`src/rtl/decode_stage_if.sv`:
```
// Fetch-side and execute-side pipeline signals of the decode stage.
// slave is the decode stage's view; master is the surrounding pipeline's view.
interface decode_stage_if #(
  parameter int XLEN  = 32,
  parameter int RADDR = 5
);
  // Handshake: a transfer happens on a rising edge where valid && ready.
  // valid must not depend combinationally on ready; payload is sampled only on transfer.
  logic             in_valid;
  logic             in_ready;
  logic [31:0]      in_instr;
  logic [XLEN-1:0]  in_pc;

  logic             out_valid;
  logic             out_ready;
  logic [XLEN-1:0]  out_pc;
  logic [XLEN-1:0]  out_rs1_val;
  logic [XLEN-1:0]  out_rs2_val;
  logic [XLEN-1:0]  out_imm;
  logic [RADDR-1:0] out_rs1;
  logic [RADDR-1:0] out_rs2;
  logic [RADDR-1:0] out_rd;
  logic [6:0]       out_opcode;
  logic [2:0]       out_funct3;
  logic             out_funct7b5;
  logic             out_rd_we;
  logic             out_illegal;

  modport slave (
    input  in_valid, in_instr, in_pc, out_ready,
    output in_ready, out_valid, out_pc, out_rs1_val, out_rs2_val, out_imm,
           out_rs1, out_rs2, out_rd, out_opcode, out_funct3, out_funct7b5,
           out_rd_we, out_illegal
  );

  modport master (
    output in_valid, in_instr, in_pc, out_ready,
    input  in_ready, out_valid, out_pc, out_rs1_val, out_rs2_val, out_imm,
           out_rs1, out_rs2, out_rd, out_opcode, out_funct3, out_funct7b5,
           out_rd_we, out_illegal
  );
endinterface

```
`src/rtl/decode_stage.sv`:
```
// RV32I decode / register-read stage: immediate and control decode, write-back
// bypass into the operands, and a one-entry ID/EX register toward execute.
module decode_stage #(
  parameter int XLEN  = 32,
  parameter int RADDR = 5
) (
  input  logic             Clk,
  input  logic             reset,
  decode_stage_if.slave    pipe,
  output logic [RADDR-1:0] RegA,
  output logic [RADDR-1:0] RegB,
  input  logic [XLEN-1:0]  dataA,
  input  logic [XLEN-1:0]  dataB,
  input  logic             wb_en,
  input  logic [RADDR-1:0] wb_reg,
  input  logic [XLEN-1:0]  wb_data,
  input  logic             flush
);

  logic [31:0]      ins;
  logic [6:0]       opcode;
  logic [RADDR-1:0] rd;
  logic [31:0]      imm32;
  logic             known;
  logic             writes;
  logic             illegal;
  logic             dec_rd_we;
  logic [XLEN-1:0]  dec_imm;
  logic [XLEN-1:0]  rs1_val;
  logic [XLEN-1:0]  rs2_val;
  logic             capture;

  assign ins    = pipe.in_instr;
  assign opcode = ins[6:0];
  assign rd     = ins[7+RADDR-1:7];
  assign RegA   = ins[15+RADDR-1:15];
  assign RegB   = ins[20+RADDR-1:20];

  assign pipe.in_ready = !pipe.out_valid || pipe.out_ready;
  assign capture       = pipe.in_valid && pipe.in_ready && !flush;

  always_comb begin
    imm32  = 32'h0;
    known  = 1'b1;
    writes = 1'b0;
    case (opcode)
      7'b0010011, 7'b0000011, 7'b1100111: begin
        imm32  = {{20{ins[31]}}, ins[31:20]};
        writes = 1'b1;
      end
      7'b0100011: imm32 = {{20{ins[31]}}, ins[31:25], ins[11:7]};
      7'b1100011: imm32 = {{19{ins[31]}}, ins[31], ins[7], ins[30:25], ins[11:8], 1'b0};
      7'b0110111, 7'b0010111: begin
        imm32  = {ins[31:12], 12'b0};
        writes = 1'b1;
      end
      7'b1101111: begin
        imm32  = {{11{ins[31]}}, ins[31], ins[19:12], ins[20], ins[30:21], 1'b0};
        writes = 1'b1;
      end
      7'b0110011: writes = 1'b1;
      7'b1110011: writes = 1'b0;
      default:    known  = 1'b0;
    endcase
  end

  // Illegal entries still flow downstream, but must never write or carry an immediate.
  assign illegal   = (ins[1:0] != 2'b11) || !known;
  assign dec_rd_we = writes && !illegal && (rd != '0);
  assign dec_imm   = illegal ? '0 : {{(XLEN-31){imm32[31]}}, imm32[30:0]};

  // Register-file writes on this edge are not yet visible on dataA/dataB.
  assign rs1_val = (wb_en && wb_reg == RegA && RegA != '0) ? wb_data : dataA;
  assign rs2_val = (wb_en && wb_reg == RegB && RegB != '0) ? wb_data : dataB;

  always_ff @(posedge Clk or negedge reset) begin
    if (!reset) begin
      pipe.out_valid    <= 1'b0;
      pipe.out_pc       <= '0;
      pipe.out_rs1_val  <= '0;
      pipe.out_rs2_val  <= '0;
      pipe.out_imm      <= '0;
      pipe.out_rs1      <= '0;
      pipe.out_rs2      <= '0;
      pipe.out_rd       <= '0;
      pipe.out_opcode   <= '0;
      pipe.out_funct3   <= '0;
      pipe.out_funct7b5 <= 1'b0;
      pipe.out_rd_we    <= 1'b0;
      pipe.out_illegal  <= 1'b0;
    end else if (flush) begin
      pipe.out_valid <= 1'b0;
    end else if (capture) begin
      pipe.out_valid    <= 1'b1;
      pipe.out_pc       <= pipe.in_pc;
      pipe.out_rs1_val  <= rs1_val;
      pipe.out_rs2_val  <= rs2_val;
      pipe.out_imm      <= dec_imm;
      pipe.out_rs1      <= RegA;
      pipe.out_rs2      <= RegB;
      pipe.out_rd       <= rd;
      pipe.out_opcode   <= opcode;
      pipe.out_funct3   <= ins[14:12];
      pipe.out_funct7b5 <= ins[30];
      pipe.out_rd_we    <= dec_rd_we;
      pipe.out_illegal  <= illegal;
    end else if (pipe.out_valid && pipe.out_ready) begin
      pipe.out_valid <= 1'b0;
    end else if (pipe.out_valid && wb_en && wb_reg != '0) begin
      // Held entry: keep operands coherent with writes retiring behind it.
      if (wb_reg == pipe.out_rs1) pipe.out_rs1_val <= wb_data;
      if (wb_reg == pipe.out_rs2) pipe.out_rs2_val <= wb_data;
    end
  end

endmodule
```
`src/flat_wrapper.sv`:
```
// flat-port wrapper written by rule: the top's interface ports become plain ports
module decode_stage_flat 
#(
  parameter int XLEN  = 32,
  parameter int RADDR = 5
)
  (Clk, reset, RegA, RegB, dataA, dataB, wb_en, wb_reg, wb_data, flush, pipe_in_valid, pipe_in_instr, pipe_in_pc, pipe_out_ready, pipe_in_ready, pipe_out_valid, pipe_out_pc, pipe_out_rs1_val, pipe_out_rs2_val, pipe_out_imm, pipe_out_rs1, pipe_out_rs2, pipe_out_rd, pipe_out_opcode, pipe_out_funct3, pipe_out_funct7b5, pipe_out_rd_we, pipe_out_illegal);
  decode_stage_if #(.XLEN(XLEN), .RADDR(RADDR)) pipe_i ();
  input  logic Clk;
  input  logic reset;
  output logic [RADDR-1:0] RegA;
  output logic [RADDR-1:0] RegB;
  input  logic [XLEN-1:0] dataA;
  input  logic [XLEN-1:0] dataB;
  input  logic wb_en;
  input  logic [RADDR-1:0] wb_reg;
  input  logic [XLEN-1:0] wb_data;
  input  logic flush;
  input wire logic [$bits(pipe_i.in_valid)-1:0] pipe_in_valid;
  input wire logic [$bits(pipe_i.in_instr)-1:0] pipe_in_instr;
  input wire logic [$bits(pipe_i.in_pc)-1:0] pipe_in_pc;
  input wire logic [$bits(pipe_i.out_ready)-1:0] pipe_out_ready;
  output wire logic [$bits(pipe_i.in_ready)-1:0] pipe_in_ready;
  output wire logic [$bits(pipe_i.out_valid)-1:0] pipe_out_valid;
  output wire logic [$bits(pipe_i.out_pc)-1:0] pipe_out_pc;
  output wire logic [$bits(pipe_i.out_rs1_val)-1:0] pipe_out_rs1_val;
  output wire logic [$bits(pipe_i.out_rs2_val)-1:0] pipe_out_rs2_val;
  output wire logic [$bits(pipe_i.out_imm)-1:0] pipe_out_imm;
  output wire logic [$bits(pipe_i.out_rs1)-1:0] pipe_out_rs1;
  output wire logic [$bits(pipe_i.out_rs2)-1:0] pipe_out_rs2;
  output wire logic [$bits(pipe_i.out_rd)-1:0] pipe_out_rd;
  output wire logic [$bits(pipe_i.out_opcode)-1:0] pipe_out_opcode;
  output wire logic [$bits(pipe_i.out_funct3)-1:0] pipe_out_funct3;
  output wire logic [$bits(pipe_i.out_funct7b5)-1:0] pipe_out_funct7b5;
  output wire logic [$bits(pipe_i.out_rd_we)-1:0] pipe_out_rd_we;
  output wire logic [$bits(pipe_i.out_illegal)-1:0] pipe_out_illegal;
  assign pipe_i.in_valid = pipe_in_valid;
  assign pipe_i.in_instr = pipe_in_instr;
  assign pipe_i.in_pc = pipe_in_pc;
  assign pipe_i.out_ready = pipe_out_ready;
  assign pipe_in_ready = pipe_i.in_ready;
  assign pipe_out_valid = pipe_i.out_valid;
  assign pipe_out_pc = pipe_i.out_pc;
  assign pipe_out_rs1_val = pipe_i.out_rs1_val;
  assign pipe_out_rs2_val = pipe_i.out_rs2_val;
  assign pipe_out_imm = pipe_i.out_imm;
  assign pipe_out_rs1 = pipe_i.out_rs1;
  assign pipe_out_rs2 = pipe_i.out_rs2;
  assign pipe_out_rd = pipe_i.out_rd;
  assign pipe_out_opcode = pipe_i.out_opcode;
  assign pipe_out_funct3 = pipe_i.out_funct3;
  assign pipe_out_funct7b5 = pipe_i.out_funct7b5;
  assign pipe_out_rd_we = pipe_i.out_rd_we;
  assign pipe_out_illegal = pipe_i.out_illegal;
  decode_stage #(.XLEN(XLEN), .RADDR(RADDR)) u_core (.Clk(Clk), .reset(reset), .pipe(pipe_i), .RegA(RegA), .RegB(RegB), .dataA(dataA), .dataB(dataB), .wb_en(wb_en), .wb_reg(wb_reg), .wb_data(wb_data), .flush(flush));
endmodule
```
`config.mk`:
```
export PLATFORM = sky130hd
export DESIGN_NAME = decode_stage_flat
export DESIGN_NICKNAME = d
export VERILOG_FILES = /design/src/rtl/decode_stage_if.sv /design/src/rtl/decode_stage.sv /design/src/flat_wrapper.sv
export SDC_FILE = /design/constraint.sdc
export NUM_CORES = 1
export LEC_CHECK = 0
export CORE_ASPECT_RATIO = 0.5
export CORE_UTILIZATION = 33
export DETAILED_ROUTE_END_ITERATION = 16
export PLACE_DENSITY = 0.69
export REMOVE_ABC_BUFFERS = 1
export SKIP_CTS_REPAIR_TIMING = 1
export SLEW_MARGIN = 40
export SYNTH_ARGS = -nofsm -noshare
export SYNTH_HDL_FRONTEND = slang
export SYNTH_SLANG_ARGS = --single-unit
```
`constraint.sdc`:
```
create_clock -name Clk -period 3.6 [get_ports Clk]
set_clock_uncertainty 0.2 [all_clocks]
set_input_delay 0.72 -clock Clk [delete_from_list [all_inputs] [get_ports Clk]]
set_output_delay 0.72 -clock Clk [all_outputs]
set_load 0.03 [all_outputs]
```
==> key figures <==
Run status
  • Status: completed

Yosys
  • Cell taking the most area after synthesis: dfrtp_1
  • Synth Register Bits: 157
  • Synth cell types: between 40 and 50
  • Synth Instances: around 760
  • Compound-Gate Fraction of Synth Area: about 16%
  • Post-Syn Area: 7080 um^2
  • Post-Synth Simple-Gate Area: ~22%
  • Synth Area in Adders: 0%
  • EDFF count, synth: 0
  • Main combinational cell family by area after synthesis: simple AND/OR/NAND/NOR gates
  • Multiplexer share of the synthesized area: 0%
  • Seq/Total Area, Yosys: about 55%
  • Post-synth ARST share: 100%
  • Ys Warns: 0
  • Synth Area per Inst: about 9.3 um^2
  • Post-synth top area share: a little under three fifths
  • Largest cells by area after synthesis: dfrtp_1 (55%), nand2_1 (14%), o221a_2 (5.1%), nor2_1 (4.9%), a221o_1 (4.2%)
  • Xor-xnor portion of the synthesized cell area: 2.23%
  • Synth Flop Type: dfrtp_1

STA
  • Tcrit/Tclk final: 87.8%
  • Slew margin rel.: a little over half
  • Minimum clock period: between 3000 and 4000 ps
  • Final setup fails: 0
  • Final slew viol count: 0
  • Worst hold slack: roughly 95 ps
  • Least-Margin Pin Slew: 699 ps
  • Maximum clock rate: 316 MHz
  • Endpoints failing hold: 0
  • RSZ-0062 raised after global routing: no
  • Sum of negative setup slack: 0 ps

Critical path
  • Crit-path leading delay family: buffers and inverters
  • Crit path kind: input port to output pin
  • Max incr delay on CP: 760 ps
  • Worst path required time: 2680 ps
  • Startpoint types: input port
  • Most frequent CP cell: clkdlybuf4s50_1
  • Buf+Inv Stages, Crit Path: 2
  • Worst-path cell chain: clkdlybuf4s50_1 -> clkdlybuf4s50_1
  • Crit end category: output pin
  • Worst EP arrival: around 2200 ps
  • CP max FO: 8
  • Slowest cell on the critical path: clkdlybuf4s50_1

Drt
  • Total number of vias: ~6.9k
  • Total Wirelength: 25,700 um
  • Antenna-violating nets left: 0
  • WL per Instance: 19.0 um
  • Residual DRC count: 0
  • Initial DRC count: around 500
  • DR vias/cell: approximately 5
  • Drt pass-1 iters: 5

Clock network
  • CTS max path bufs: 2
  • Max H-tree Level: 4
  • Skew-Pair Late Insertion Delay: about 430 ps
  • Clock sink count: ~160
  • Clk slew on worst S/H paths: approximately 70 ps
  • CTS tree: built
  • CTS buffer count: 17
  • Root Driver: clkbuf_16

Cells and area
  • Finished Core Util: 54.6%
  • Share of layout cells above drive strength 1: 8.57%
  • Final net count: approximately 1.2k
  • Final cell count without fillers: around 1.4k
  • Antenna Cells: 0
  • Most frequent cells in the layout: clkdlybuf4s50_1 (337), nand2_1 (267), dfrtp_1 (157), nor2_1 (91), o221a_2 (32)
  • Most common cell after layout, fill and taps aside: clkdlybuf4s50_1
  • Layout Area Growth over Synthesis: 60.2%

Power and ir drop
  • VDD IR-drop max: just over 300 uV
  • Lkg Pwr: ~5.0 nW
  • Pwr dens: slightly above 500 nW/um^2

Global route
  • Largest net degree at the start of global routing: 89
  • Antenna violations before repair: 0
  • Gr usage total: 23.4%
  • Total gr overflow: 0
  • Number of global-route vias before repair: roughly 6.9k
  • First-pass GRT wire length: 40,100 um

Place
  • GPL Wtd Cong: 0.895
  • Cells after DPL: approximately 1.3k
  • Count of buffers from port buffering: ~340
  • Final HPWL DP: between 15,000 and 20,000 um

Run
  • Max Cap Viol: 0

Floorplan
  • Initial Util: roughly a third
  • Core Footprint: 20,800 um^2
  • Boundary Pins: 339
  • Die X: 209 um
  • Die area: approximately 22,000 um^2
  • Row count: 37
  • Die height: roughly 110 um

Hold path
  • HP Class: input port to async pin
[cells by family (layout without fill, tap and decap cells)]
family / after synthesis / after routing
AO/OA/AOI/OAI: 130 / 130
buffers and inverters: 67 / 393
flip-flops: 157 / 157
AND/OR/NAND/NOR: 387 / 387
XOR/XNOR: 18 / 18
[power by group]
group	switching, mW	internal (mW)
Sequential	0.148	2.00
Combinational	0.947	0.780
Clock	0.741	1.27
[worst register-to-register path, cell delays in order, from the launching register on]
cell and delay (ps):
dfrtp_1 340, nor2b_1 330, o211ai_2 140, or4_1 570, o21a_1 150, buf_4 220, o221a_2 280
[flip-flops by register name, indices dropped and copies added (netlist names)]
signal                    cells
u_core.pipe.out_funct3        3
u_core.pipe.out_funct7b5      1
u_core.pipe.out_illegal       1
u_core.pipe.out_imm          32
u_core.pipe.out_opcode        7
u_core.pipe.out_pc           32
u_core.pipe.out_rd            5
u_core.pipe.out_rd_we         1
u_core.pipe.out_rs1           5
u_core.pipe.out_rs1_val      32
u_core.pipe.out_rs2           5
u_core.pipe.out_rs2_val      32
u_core.pipe.out_valid         1
[metrics by stage]
step	total power, mW	setup WS (ps)	area [um^2]
finish	5.89	440	11300
global placement	3.89	436	10700
CTS	5.94	471	11300
floorplan	3.00	-6360	6760
global route	6.11	437	11300
detailed placement	3.91	390	10700
[metal layers]
| layer | wire length [um] | vias up | global-route usage (%) |
|---|---|---|---|
| li1 | - | 3201 | - |
| met1 | 10900 | 3448 | 30.5 |
| met2 | 12900 | 242 | 38.9 |
| met3 | 1200 | 52 | 4.02 |
| met4 | 719 | 0 | 9.51 |
| met5 | 0 | - | 0 |
[final cells by class]
cell class	count	area [um^2]
sequential	157	3930
multi-input combinational	535	2850
clock buffer	21	460
inverter	3	11.3
tap	273	342
timing repair buffer	359	3570
clock inverter	10	186
fill	1827	9440
[path summary, 6_finish.rpt]
kind	startpoint	to	slack [ps]	cells after the start
worst max-delay path	pipe_in_instr[20]	RegB[0]	440	2
worst min-delay path	reset	u_core.pipe.out_rs1_val[25]$_DFFE_PN0P_	100	1
worst max register to register	u_core.pipe.out_valid$_DFFE_PN0P_	u_core.pipe.out_rs2_val[12]$_DFFE_PN0P_	1260	6
worst min register to register	u_core.pipe.out_pc[16]$_DFFE_PN0P_	u_core.pipe.out_pc[16]$_DFFE_PN0P_	270	2
max in group asynchronous	reset	u_core.pipe.out_funct7b5$_DFFE_PN0P_	2350	2
min in group Clk	u_core.pipe.out_pc[16]$_DFFE_PN0P_	u_core.pipe.out_pc[16]$_DFFE_PN0P_	270	2
[synthesized netlist by cell type (3+ instances only)]
master / instances
a221o_1: 30
a21oi_1: 16
clkbuf_1: 33
a22o_1: 6
buf_1: 4
dfrtp_1: 157
a221oi_1: 4
o21ai_0: 16
a21boi_0: 8
nand2_1: 267
buf_4: 11
inv_1: 3
nor2b_1: 3
nor2_1: 92
o221a_2: 32
nand3_1: 5
nor3_1: 4
buf_2: 12
xor2_1: 7
xnor2_1: 11
buf_6: 4
No activity file was read; power rests on OpenSTA's default activity.
